### config.mk
export PLATFORM = sky130hd
export DESIGN_NAME = sr_pc_unit_flat
export DESIGN_NICKNAME = d
export VERILOG_FILES = /design/src/rtl/sr_pc_if.sv /design/src/rtl/sr_pc_unit.sv /design/src/flat_wrapper.sv
export SDC_FILE = /design/constraint.sdc
export NUM_CORES = 1
export LEC_CHECK = 0
export BUFFER_PORTS_ARGS = -buffer_cell sky130_fd_sc_hd__buf_2
export CORE_ASPECT_RATIO = 1.1
export CORE_MARGIN = 3
export CORE_UTILIZATION = 56
export CTS_CLUSTER_DIAMETER = 100
export DETAILED_ROUTE_END_ITERATION = 12
export PLACE_DENSITY = 0.79
export SLEW_MARGIN = 20
export SYNTH_ARGS = -nofsm -noshare
export SYNTH_HDL_FRONTEND = slang
export SYNTH_SLANG_ARGS = --single-unit
export TNS_END_PERCENT = 10
### constraint.sdc
create_clock -name clk -period 3.75 [get_ports clk]
set_input_delay 1.125 -clock clk [delete_from_list [all_inputs] [get_ports clk]]
set_output_delay 1.125 -clock clk [all_outputs]
set_load 0.005 [all_outputs]
### src/rtl/sr_pc_if.sv
// sr_pc_if: decoder/fetch-side bundle of the bit-serial PC unit.
// W is the digit width and must match the W of the attached sr_pc_unit.
interface sr_pc_if #(
    parameter int W = 1
);
    logic          i_boot_mode;
    logic          i_start;
    logic          i_jump;
    logic          i_jal_or_jalr;
    logic          i_utype;
    logic          i_pc_rel;
    logic          i_trap;
    logic          i_iscomp;
    logic [W-1:0]  i_imm;
    logic [W-1:0]  i_buf;
    logic [W-1:0]  i_csr_pc;
    logic [W-1:0]  o_rd;
    logic          o_busy;
    logic          o_done;
    logic          o_bad_pc;
    logic [31:0]   o_ibus_adr;

    // Core/decoder side
    modport master (
        output i_boot_mode, i_start, i_jump, i_jal_or_jalr, i_utype, i_pc_rel,
               i_trap, i_iscomp, i_imm, i_buf, i_csr_pc,
        input  o_rd, o_busy, o_done, o_bad_pc, o_ibus_adr
    );

    // PC unit side
    modport slave (
        input  i_boot_mode, i_start, i_jump, i_jal_or_jalr, i_utype, i_pc_rel,
               i_trap, i_iscomp, i_imm, i_buf, i_csr_pc,
        output o_rd, o_busy, o_done, o_bad_pc, o_ibus_adr
    );
endinterface

### src/rtl/sr_pc_unit.sv
// sr_pc_unit: bit-serial program counter, W bits per cycle over 32/W cycles.
// Computes PC+inc, jump/branch/U-type target and trap vector digit by digit,
// streams the link/AUIPC value on o_rd and commits the new PC at pass end.
// Optional feature macro: SR_PC_COMPRESSED_EN (INC=2 for compressed
// instructions, 2-byte target alignment so o_bad_pc never sets).
module sr_pc_unit #(
    parameter int          W        = 1,
    parameter logic [31:0] RESET_PC = 32'h0000_0000,
    parameter logic [31:0] BOOT_PC  = 32'h0000_8000
) (
    input  logic   clk,
    input  logic   i_rst,
    sr_pc_if.slave bus
);
    localparam int N  = 32 / W;
    localparam int KW = $clog2(N);
    localparam int S  = 32 - W;

    typedef enum logic [1:0] {IDLE, RUN, DONE} state_t;

    state_t          state, state_nxt;
    logic [KW-1:0]   k;
    logic [31:0]     pc_q;
    logic [S-1:0]    shadow;
    logic            bad_q;
    logic            jump_q, jal_q, utype_q, pc_rel_q, trap_q;
    logic            c_inc, c_tgt, c_inc_nxt, c_tgt_nxt;
    logic [4:0]      base;
    logic [4:0]      inc_pos;
    logic [W-1:0]    pc_dig, new_dig, rd_dig;
    logic [31:0]     commit_pc;
    logic            last, start_ok;

`ifdef SR_PC_COMPRESSED_EN
    logic            comp_q;
    assign inc_pos = comp_q ? 5'd1 : 5'd2;
`else
    logic            unused_iscomp;
    assign unused_iscomp = bus.i_iscomp;
    assign inc_pos       = 5'd2;
`endif

    assign base      = 5'(32'(k) * 32'(W));
    assign pc_dig    = pc_q[base +: W];
    assign last      = (k == KW'(N - 1));
    assign start_ok  = (state == IDLE) && bus.i_start;
    // Shadow holds the digits produced so far, newest at the top
    assign commit_pc = {new_dig, shadow};

    // Per-lane serial adders: PC+INC, target, and the writeback/next-PC mux
    always_comb begin
        logic       ci, ct, p, ib, inc_b, off, a, tgt_b, csr_b;
        logic [4:0] b;
        ci      = c_inc;
        ct      = c_tgt;
        new_dig = '0;
        rd_dig  = '0;
        for (int j = 0; j < W; j++) begin
            b     = base + 5'(j);
            p     = pc_dig[j];
            ib    = (b == inc_pos);
            inc_b = p ^ ib ^ ci;
            ci    = (p & ib) | (ci & (p ^ ib));
            off   = utype_q ? ((b >= 5'd12) & bus.i_imm[j]) : bus.i_buf[j];
            a     = pc_rel_q & p;
            tgt_b = (a ^ off ^ ct) & (b != 5'd0);
            ct    = (a & off) | (ct & (a ^ off));
            csr_b = bus.i_csr_pc[j] & (b != 5'd0);
            new_dig[j] = trap_q ? csr_b : (jump_q ? tgt_b : inc_b);
            rd_dig[j]  = (utype_q & tgt_b) | (jal_q & inc_b);
        end
        c_inc_nxt = ci;
        c_tgt_nxt = ct;
    end

    // State register
    always_ff @(posedge clk) begin
        if (i_rst) state <= IDLE;
        else       state <= state_nxt;
    end

    // Next state: a pass runs N digits, then a single DONE cycle
    always_comb begin
        state_nxt = state;
        case (state)
            IDLE:    if (bus.i_start) state_nxt = RUN;
            RUN:     if (last)        state_nxt = DONE;
            DONE:                     state_nxt = IDLE;
            default:                  state_nxt = IDLE;
        endcase
    end

    // Control latch, digit counter, carries, shadow and PC commit
    always_ff @(posedge clk) begin
        if (i_rst) begin
            pc_q     <= bus.i_boot_mode ? BOOT_PC : RESET_PC;
            bad_q    <= 1'b0;
            k        <= '0;
            c_inc    <= 1'b0;
            c_tgt    <= 1'b0;
            shadow   <= '0;
            jump_q   <= 1'b0;
            jal_q    <= 1'b0;
            utype_q  <= 1'b0;
            pc_rel_q <= 1'b0;
            trap_q   <= 1'b0;
`ifdef SR_PC_COMPRESSED_EN
            comp_q   <= 1'b0;
`endif
        end else if (start_ok) begin
            jump_q   <= bus.i_jump;
            jal_q    <= bus.i_jal_or_jalr;
            utype_q  <= bus.i_utype;
            pc_rel_q <= bus.i_pc_rel;
            trap_q   <= bus.i_trap;
`ifdef SR_PC_COMPRESSED_EN
            comp_q   <= bus.i_iscomp;
`endif
            k        <= '0;
            c_inc    <= 1'b0;
            c_tgt    <= 1'b0;
        end else if (state == RUN) begin
            k      <= k + 1'b1;
            c_inc  <= c_inc_nxt;
            c_tgt  <= c_tgt_nxt;
            shadow <= commit_pc[31:W];
            if (last) begin
                pc_q <= commit_pc;
`ifndef SR_PC_COMPRESSED_EN
                // Taken non-trap target must be 4-byte aligned
                bad_q <= bad_q | (jump_q & ~trap_q & commit_pc[1]);
`endif
            end
        end
    end

    assign bus.o_busy     = (state == RUN);
    assign bus.o_done     = (state == DONE);
    assign bus.o_rd       = (state == RUN) ? rd_dig : '0;
    assign bus.o_bad_pc   = bad_q;
    assign bus.o_ibus_adr = pc_q;
endmodule

### src/flat_wrapper.sv
// flat-port wrapper written by rule: the top's interface ports become plain ports
module sr_pc_unit_flat 
#(
    parameter int          W        = 1,
    parameter logic [31:0] RESET_PC = 32'h0000_0000,
    parameter logic [31:0] BOOT_PC  = 32'h0000_8000
)
  (clk, i_rst, bus_i_boot_mode, bus_i_start, bus_i_jump, bus_i_jal_or_jalr, bus_i_utype, bus_i_pc_rel, bus_i_trap, bus_i_iscomp, bus_i_imm, bus_i_buf, bus_i_csr_pc, bus_o_rd, bus_o_busy, bus_o_done, bus_o_bad_pc, bus_o_ibus_adr);
  sr_pc_if #(.W(W)) bus_i ();
  input  logic clk;
  input  logic i_rst;
  input wire logic [$bits(bus_i.i_boot_mode)-1:0] bus_i_boot_mode;
  input wire logic [$bits(bus_i.i_start)-1:0] bus_i_start;
  input wire logic [$bits(bus_i.i_jump)-1:0] bus_i_jump;
  input wire logic [$bits(bus_i.i_jal_or_jalr)-1:0] bus_i_jal_or_jalr;
  input wire logic [$bits(bus_i.i_utype)-1:0] bus_i_utype;
  input wire logic [$bits(bus_i.i_pc_rel)-1:0] bus_i_pc_rel;
  input wire logic [$bits(bus_i.i_trap)-1:0] bus_i_trap;
  input wire logic [$bits(bus_i.i_iscomp)-1:0] bus_i_iscomp;
  input wire logic [$bits(bus_i.i_imm)-1:0] bus_i_imm;
  input wire logic [$bits(bus_i.i_buf)-1:0] bus_i_buf;
  input wire logic [$bits(bus_i.i_csr_pc)-1:0] bus_i_csr_pc;
  output wire logic [$bits(bus_i.o_rd)-1:0] bus_o_rd;
  output wire logic [$bits(bus_i.o_busy)-1:0] bus_o_busy;
  output wire logic [$bits(bus_i.o_done)-1:0] bus_o_done;
  output wire logic [$bits(bus_i.o_bad_pc)-1:0] bus_o_bad_pc;
  output wire logic [$bits(bus_i.o_ibus_adr)-1:0] bus_o_ibus_adr;
  assign bus_i.i_boot_mode = bus_i_boot_mode;
  assign bus_i.i_start = bus_i_start;
  assign bus_i.i_jump = bus_i_jump;
  assign bus_i.i_jal_or_jalr = bus_i_jal_or_jalr;
  assign bus_i.i_utype = bus_i_utype;
  assign bus_i.i_pc_rel = bus_i_pc_rel;
  assign bus_i.i_trap = bus_i_trap;
  assign bus_i.i_iscomp = bus_i_iscomp;
  assign bus_i.i_imm = bus_i_imm;
  assign bus_i.i_buf = bus_i_buf;
  assign bus_i.i_csr_pc = bus_i_csr_pc;
  assign bus_o_rd = bus_i.o_rd;
  assign bus_o_busy = bus_i.o_busy;
  assign bus_o_done = bus_i.o_done;
  assign bus_o_bad_pc = bus_i.o_bad_pc;
  assign bus_o_ibus_adr = bus_i.o_ibus_adr;
  sr_pc_unit #(.W(W), .RESET_PC(RESET_PC), .BOOT_PC(BOOT_PC)) u_core (.clk(clk), .i_rst(i_rst), .bus(bus_i));
endmodule
# Yosys cells after proc, flatten, opt, wreduce, memory -nomap -nowiden
# Index checks and enable logic that the tools add are counted.
# W data, S select, Z words.
dict set report totals {
  regBits 78
  in_bits 13
  output_inout_bits 36
  wordCells 66
}
dict set report op_classes {
  add_sub_neg 1
  order_cmp 1
  eq_ne 7
  n_shift 1
  n_mux 12
  n_bitwise 22
  n_reduce_logical 10
}
# cell n
set ops {}
lappend ops {{$mux W32} 4}
lappend ops {{$shiftx A32 B6 Y1} 1}
lappend ops {{$mux W16} 1}
lappend ops {{$and A1 B1 Y1} 12}
lappend ops {{$reduce_and A3 Y1} 2}
lappend ops {{$add A5 B1 Y5 const B} 1}
lappend ops {{$eq A5 B2 Y1 const B} 1}
lappend ops {{$eq A5 B5 Y1 const B} 1}
lappend ops {{$ge A5 B4 Y1 const B} 1}
lappend ops {{$reduce_bool A5 Y1} 1}
lappend ops {{$mux W1} 4}
lappend ops {{$mux W2} 2}
lappend ops {{$ne A2 B2 Y1 const B} 2}
lappend ops {{$or A1 B1 Y1} 4}
lappend ops {{$pmux W2 S2} 1}
lappend ops {{$reduce_and A2 Y1} 2}
lappend ops {{$reduce_bool A2 Y1} 2}
lappend ops {{$xor A1 B1 Y1} 4}
lappend ops {{$eq A2 B1 Y1 const B} 1}
lappend ops {{$eq A2 B2 Y1 const B} 1}
lappend ops {{$logic_not A2 Y1} 1}
lappend ops {{$ne A2 B1 Y1 const B} 1}
lappend ops {{$not A1 Y1} 2}
lappend ops {{$reduce_or A2 Y1} 1}
lappend ops {{$logic_and A1 B1 Y1} 1}

# Depth between registers and ports, before layout
# Gate-level depths: netlist (run 1).
dict set report logic_depth {
  word_depth 12
  ltp_mapped 11
  depth_no_buf 9
}

# Worst setup path after synthesis (run 1)
# No wires, ideal clock.
dict set report synth_path {
  path_type {register to output}
  start {reg u_core.k[2]}
  end {out bus_o_rd}
  arrival_time_ns 2.211
  t_required_ns 2.625
  setup_slack_ns 0.414
  path_stages_with_launch 10
  n_path_buf 1
  path_cell_list {dfxtp_1 -> buf_6 -> or3b_1 -> o221ai_1 -> and4b_1 -> a2111o_1 -> fa_1 -> nor2_1 -> a22oi_1 -> nor2_1}
}
dict set report synth_via {
  elab_chain_len 9
  elab_cells_between_ends 16
  classes_between {order compare (1); eq/ne (1); shift (1); mux (2); bitwise (10); reduce/logical (1)}
}
# element line_no
set synth_rtl {}
lappend synth_rtl {{start, declared} sr_pc_unit.sv:22} ;# logic [KW-1:0] k;
lappend synth_rtl {{start signal, assigned} sr_pc_unit.sv:123} ;# k <= k + 1'b1;
lappend synth_rtl {{parallel branches: the longest is 7 deep, another holds $shiftx A32 B6 Y1} n/a}
lappend synth_rtl {{$or A1 B1 Y1 (*)} sr_pc_unit.sv:70} ;# rd_dig[j] = (utype_q & tgt_b) | (jal_q & inc_b);
lappend synth_rtl {{$mux W1 (*)} sr_pc_unit.sv:139} ;# assign bus.o_rd = (state == RUN) ? rd_dig : '0;
lappend synth_rtl {{end, declared} flat_wrapper.sv:23} ;# output wire logic [$bits(bus_i.o_rd)-1:0] bus_o_rd;
# Every way passes the cells marked *.

# Worst setup path after layout (run 1)
# Same ends and word-level chain as after synthesis.

==> metrics, run 1 <==
Setup TNS Final -0.171 ns; Worst R2R Setup Slack 0.84 ns; total grt overflow 0; ys flop type dfxtp_1; DR WL/cell 15.8 µm; DR pass1 iterations 5; post-synthesis sequential area ratio 0.586; Syn Nets 285; Finished Layout Cells 396; cell total after placement 380; antenna cell count 0; max incr delay on CP 0.55 ns; Netlist Area Pre-Place 3210 µm²; footprint of the multi-input gates 1220 µm²; Post CTS Setup Buffer Count 0; RSZ-0062 raised after global routing true; CTS buffer count 9; sequential cell area 1890 µm²; gr usage total 0.204; Worst slew margin 0.596; # rows 28; worst-margin pin slew 0.604 ns; crit path max fanout 10; CTS max path bufs 2; Die W 78.2 µm; Synth Instances 266; path depth of the worst reg2reg path 9; worst setup margin -0.171 ns; TritonCTS clock tree built; share of layout cells above drive strength 1 0.259; Detailed Route Iter0 Violations 119; final hold vios 0; vias in the first global route 2124; most frequent cells after synthesis dfxtp_1 (46), nor2b_1 (33), edfxtp_1 (32), o22a_1 (29), nor2_1 (22); Area growth syn-to-layout 17.1%; worst setup path start u_core.k[2]; post-synth top area cell edfxtp_1; CP bufs+invs 1; outcome complete, but fails checks; count leader, synth dfxtp_1; DRC viols 0; DRT antenna net count 0; Synth cell types 38; CTS Sinks 78; die span in y 85.4 µm; Root Driver clkbuf_8; DPL Wire Length 4290 µm; top-level port count 49; Worst Skew 0.00872 ns; syn avg cell area 12.1 µm²; post-synthesis register bit count 78; CTS resizes 5; min cycle time layout 3.92 ns; Setup Viol. Count Final 1; core area 5470 µm²; Worst-path clk slew 0.08 ns; Setup CP Type reg -> out; WP depth 9; H-tree levels 3; P_leak 1.56 nW; Synth area leaders edfxtp_1 (30%), dfxtp_1 (29%), o22a_1 (7.9%); Fillers 403; Via density 5.53; Routed WL 6250 µm; number of synthesized flops with an enable pin 32; area share of the largest cell type after synthesis 0.299; period utilisation layout 1.05; Largest delay share family, worst path simple AND/OR/NAND/NOR gates; slowest library cell on the worst path fa_1; gpl congestion 0.821; I/O Buffers 47; type of origin of the critical path flop; VDD IR max 0.000410 V; Starting Density 0.588; Achievable Freq 0.255 GHz; Reg2Reg Launch Point u_core.k[0]; CP cell instances or3b_1 -> o221ai_2 -> and4b_1 -> a2111o_1 -> fa_1 -> nor2_1 -> a22oi_1 -> nor2_1 -> buf_2; largest net degree at the start of global routing 38; initial antenna violation count 0; failing checks setup timing; fin. max-slew vios 0; Power Dens Cells 472 nW/µm²; Vias 2189; WP data arrival 2.80 ns; RR Endpoint u_core.shadow[30]; first-pass GRT wire length 10400 µm; CP most frequent cell nor2_1; nets 335; hold-fix buffers at CTS 0; die area 6680 µm²; Synth async-reset ratio 0; synth warn 0; Worst Path Required 2.62 ns; Worst Hold Class reg -> reg; max-capacitance violation count 0; Clk Latency, worst-skew pair 0.35 ns; Worst Setup End Kind primary output; CP endpoint bus_o_rd
report_power, final:
group,total (W),leakage [nW],switching (W),internal [W]
clock,0.000625,0.104,0.000288,0.000337
sequential,0.000979,0.709,0.0000334,0.000946
combinational,0.000170,0.748,0.0000888,0.0000815
total,0.00177,1.56,0.000410,0.00136
cells in the final DEF (no fill, tap or decap), types with 7 or more instances in the layout:
cell type   n
nor2_1     22
dfxtp_1    43
edfxtp_1   32
a21oi_1     7
o22a_1     29
clkbuf_8   11
nand2_1    17
buf_2      47
nor2b_1    33
mux2i_1    15
buf_4      10
cells by family after synthesis:
logic type,after synthesis,share of synthesized area
compound gates,46,0.115
xor+xnor,2,0.00545
fa+ha+maj,6,0.0280
buf+inv,25,0.0362
flops,78,0.586
mux,20,0.0806
simple gates,89,0.149
flip-flops by register name (all words and copies together), names as in the netlist:
register	flops
u_core.utype_q	1
u_core.jal_q	1
u_core.pc_rel_q	1
u_core.state	2
u_core.c_inc	1
u_core.trap_q	1
u_core.shadow	31
u_core.k	5
u_core.jump_q	1
u_core.bus.o_bad_pc	1
u_core.c_tgt	1
u_core.bus.o_ibus_adr	32
worst register-to-register path: stages (launching register included):
cell and delay, ns:
dfxtp_4 0.44, mux4_1 0.62, nand3b_1 0.11, and4b_1 0.23, a2111o_1 0.14, fa_1 0.45, or3b_1 0.36, a21oi_1 0.15
a21oi_1 0.08, a211oi_1 0.24
layer usage:
layer | global-route usage | wire [µm] | vias to the layer above
met3 | 0.0605 | 309 | 11
met2 | 0.329 | 3120 | 58
met1 | 0.258 | 2690 | 1063
met4 | 0.0859 | 131 | 0
li1 | - | - | 1057
met5 | 0 | 0 | -
cell type report:
cell class                      count  area share
Tap cell                           75      0.0250
Clock inverter                      5      0.0126
Clock buffer                       11      0.0403
Multi-Input combinational cell    163       0.326
Timing Repair Buffer               58      0.0878
Sequential cell                    78       0.503
Inverter                            6     0.00599
through the flow:
stage / instance area (µm²) / worst slack (ns) / hold slack [ns] / util / total power (W)
2_1_floorplan: 3210 / 0.414 / 0.427 / - / 0.00110
3_3_place_gp: 3540 / 0.0482 / 0.438 / 0.648 / 0.00116
3_5_place_dp: 3540 / 0.00614 / 0.465 / 0.648 / 0.00117
4_1_cts: 3750 / -0.200 / 0.476 / 0.686 / 0.00178
5_1_grt: 3760 / -0.318 / 0.489 / 0.688 / 0.00186
6_report: 3760 / -0.171 / 0.473 / 0.688 / 0.00177
worst min path at each step:
stage,endpoint,slack [ns],cells after the start,startpoint
2_1_floorplan,u_core.shadow[15],0.43,2,u_core.shadow[16]
4_1_cts,u_core.shadow[16],0.48,1,u_core.shadow[17]
5_1_grt,u_core.shadow[2],0.49,1,u_core.shadow[3]
6_report,u_core.shadow[16],0.47,1,u_core.shadow[17]
3_3_place_gp,u_core.shadow[15],0.44,2,u_core.shadow[16]
3_5_place_dp,u_core.bus.o_bad_pc,0.46,2,u_core.bus.o_bad_pc
(Power assumes the default switching activity.)
==> run 2, diff against run 1 <==
--- a/config.mk
+++ b/config.mk
@@ -11,6 +11,7 @@
 export CORE_UTILIZATION = 56
 export CTS_CLUSTER_DIAMETER = 100
 export DETAILED_ROUTE_END_ITERATION = 12
+export MAX_ROUTING_LAYER = met4
 export PLACE_DENSITY = 0.79
 export SLEW_MARGIN = 20
 export SYNTH_ARGS = -nofsm -noshare
==> constraint.sdc (replaced) <==
create_clock -name clk -period 3.75 [get_ports clk]
set_input_delay 0.5625 -clock clk [delete_from_list [all_inputs] [get_ports clk]]
set_output_delay 0.5625 -clock clk [all_outputs]
set_load 0.005 [all_outputs]
==> metrics, run 2 (synthesis results as in run 1) <==
worst slack, placed 0.445 ns; cell total after placement 373; hold-fix buffers at CTS 0; CTS max path bufs 2; antenna cell count 0; Setup TNS Final 0 ns; Worst Hold Class reg -> reg; initial antenna violation count 0; total grt overflow 0; I/O Buffers 47; Routed WL 6080 µm; fin. max-slew vios 0; DR WL/cell 15.7 µm; min cycle time layout 3.45 ns; P_leak 1.50 nW; Power Dens Cells 455 nW/µm²; max layer used met4; Worst Setup End Kind primary output; worst-margin pin slew 0.828 ns; final hold vios 0; Detailed Route Iter0 Violations 125; Starting Density 0.588; # rows 28; largest net degree at the start of global routing 36; met1 WL 2750 µm; Routed met2 length 2910 µm; RSZ-0062 raised after global routing false; Setup Viol. Count Final 0; sw frac 0.239; WP data arrival 2.89 ns; Die W 78.2 µm; Finished Layout Cells 388; period utilisation layout 0.920; fin area 3640 µm²; worst setup path start u_core.k[3]; Sequential Power Share 0.593; core area 5470 µm²; gpl congestion 0.814; logic gate share of total power 0.100; CTS resizes 0; DR pass1 iterations 4; WL met3 276 µm; crit path max fanout 11; P_sw 0.000396 W; DRC viols 0; most common cell after layout, fill and taps aside buf_2; Vias 2117; top-level port count 49; Worst-path clk slew 0.08 ns; vias in the first global route 1962; Setup CP Type reg -> out; Clk pwr share 0.307; share of layout cells above drive strength 1 0.230; VDD IR max 0.000284 V; type of origin of the critical path flop; Post-DP Area 3490 µm²; DRT antenna net count 0; Reg2Reg Launch Point u_core.k[3]; outcome complete, no violations; Clk Latency, worst-skew pair 0.35 ns; most frequent cells in the layout buf_2 (47), dfxtp_1 (43), nor2b_1 (33); Via density 5.46; Largest register FFs 32; worst hold margin 0.446 ns; Post CTS Setup Buffer Count 0; H-tree levels 3; Area growth syn-to-layout 13.5%; Cell Int Power 0.00126 W; die span in y 85.4 µm; Root Driver clkbuf_8; TritonCTS clock tree built; CTS Sinks 78; Worst Path Required 3.19 ns; CTS buffer count 9; Worst Skew 0.00957 ns; nets 328; hold wc startpoint u_core.shadow[16]; Achievable Freq 0.290 GHz; DPL Wire Length 4210 µm; gr usage total 0.202; first-pass GRT wire length 9710 µm; die area 6680 µm²; max-capacitance violation count 0; worst setup margin 0.299 ns; Worst slew margin 0.447
==> run 2: cell types whose count changed in the layout (fill, tap and decap cells not counted), sizes merged <==
cell,delta
bufinv,-1
buf,-7
clkbuf,+1
clkinv,-1
==> run 2: per-stage QoR <==
step	util	power (W)
3_3_place_gp	0.639	0.00116
4_1_cts	0.666	0.00167
3_5_place_dp	0.639	0.00117
2_1_floorplan	-	0.00110
6_report	0.667	0.00166
5_1_grt	0.667	0.00173
==> run 2: worst paths after layout <==
kind                                          end  slack, ns  depth (start not counted)
worst max-delay path                     bus_o_rd       0.30                          9
worst min-delay path            u_core.shadow[15]       0.45                          2
worst max register to register  u_core.shadow[30]       0.72                          9
worst min register to register  u_core.shadow[15]       0.45                          2
==> run 2: final cells by class <==
class	instances	area, µm²
clock buffers	12	135
clock inverters	3	13.8
fillers	449	1820
inverters	6	22.5
multi-input cells	163	1220
flip-flops and latches	78	1890
well taps	75	93.8
repair buffers	51	278
==> run 2: power groups by stage <==
stage / logic, W / registers [W] / clock network, W
after floorplan: 0.000113 / 0.000992 / 0
after global placement: 0.000163 / 0.000999 / 0
after detailed placement: 0.000168 / 0.00100 / 0
after CTS: 0.000169 / 0.000982 / 0.000516
after global routing: 0.000185 / 0.000989 / 0.000555
final: 0.000166 / 0.000982 / 0.000509
==> run 2: per-layer routing <==
metal | up-vias | GRT usage
li1 | 1049 | -
met1 | 1005 | 0.243
met2 | 50 | 0.306
met3 | 13 | 0.0425
met4 | 0 | 0.135
met5 | - | -
==> run 2: worst max-delay path, cell delays in order (launching register included) <==
cell and delay (ns):
dfxtp_1 0.51, or3b_1 0.38, o221ai_1 0.14, and4b_1 0.23, a2111o_1 0.37, fa_1 0.54
nor2_1 0.05, a22oi_1 0.14, nor2_1 0.05, buf_2 0.14
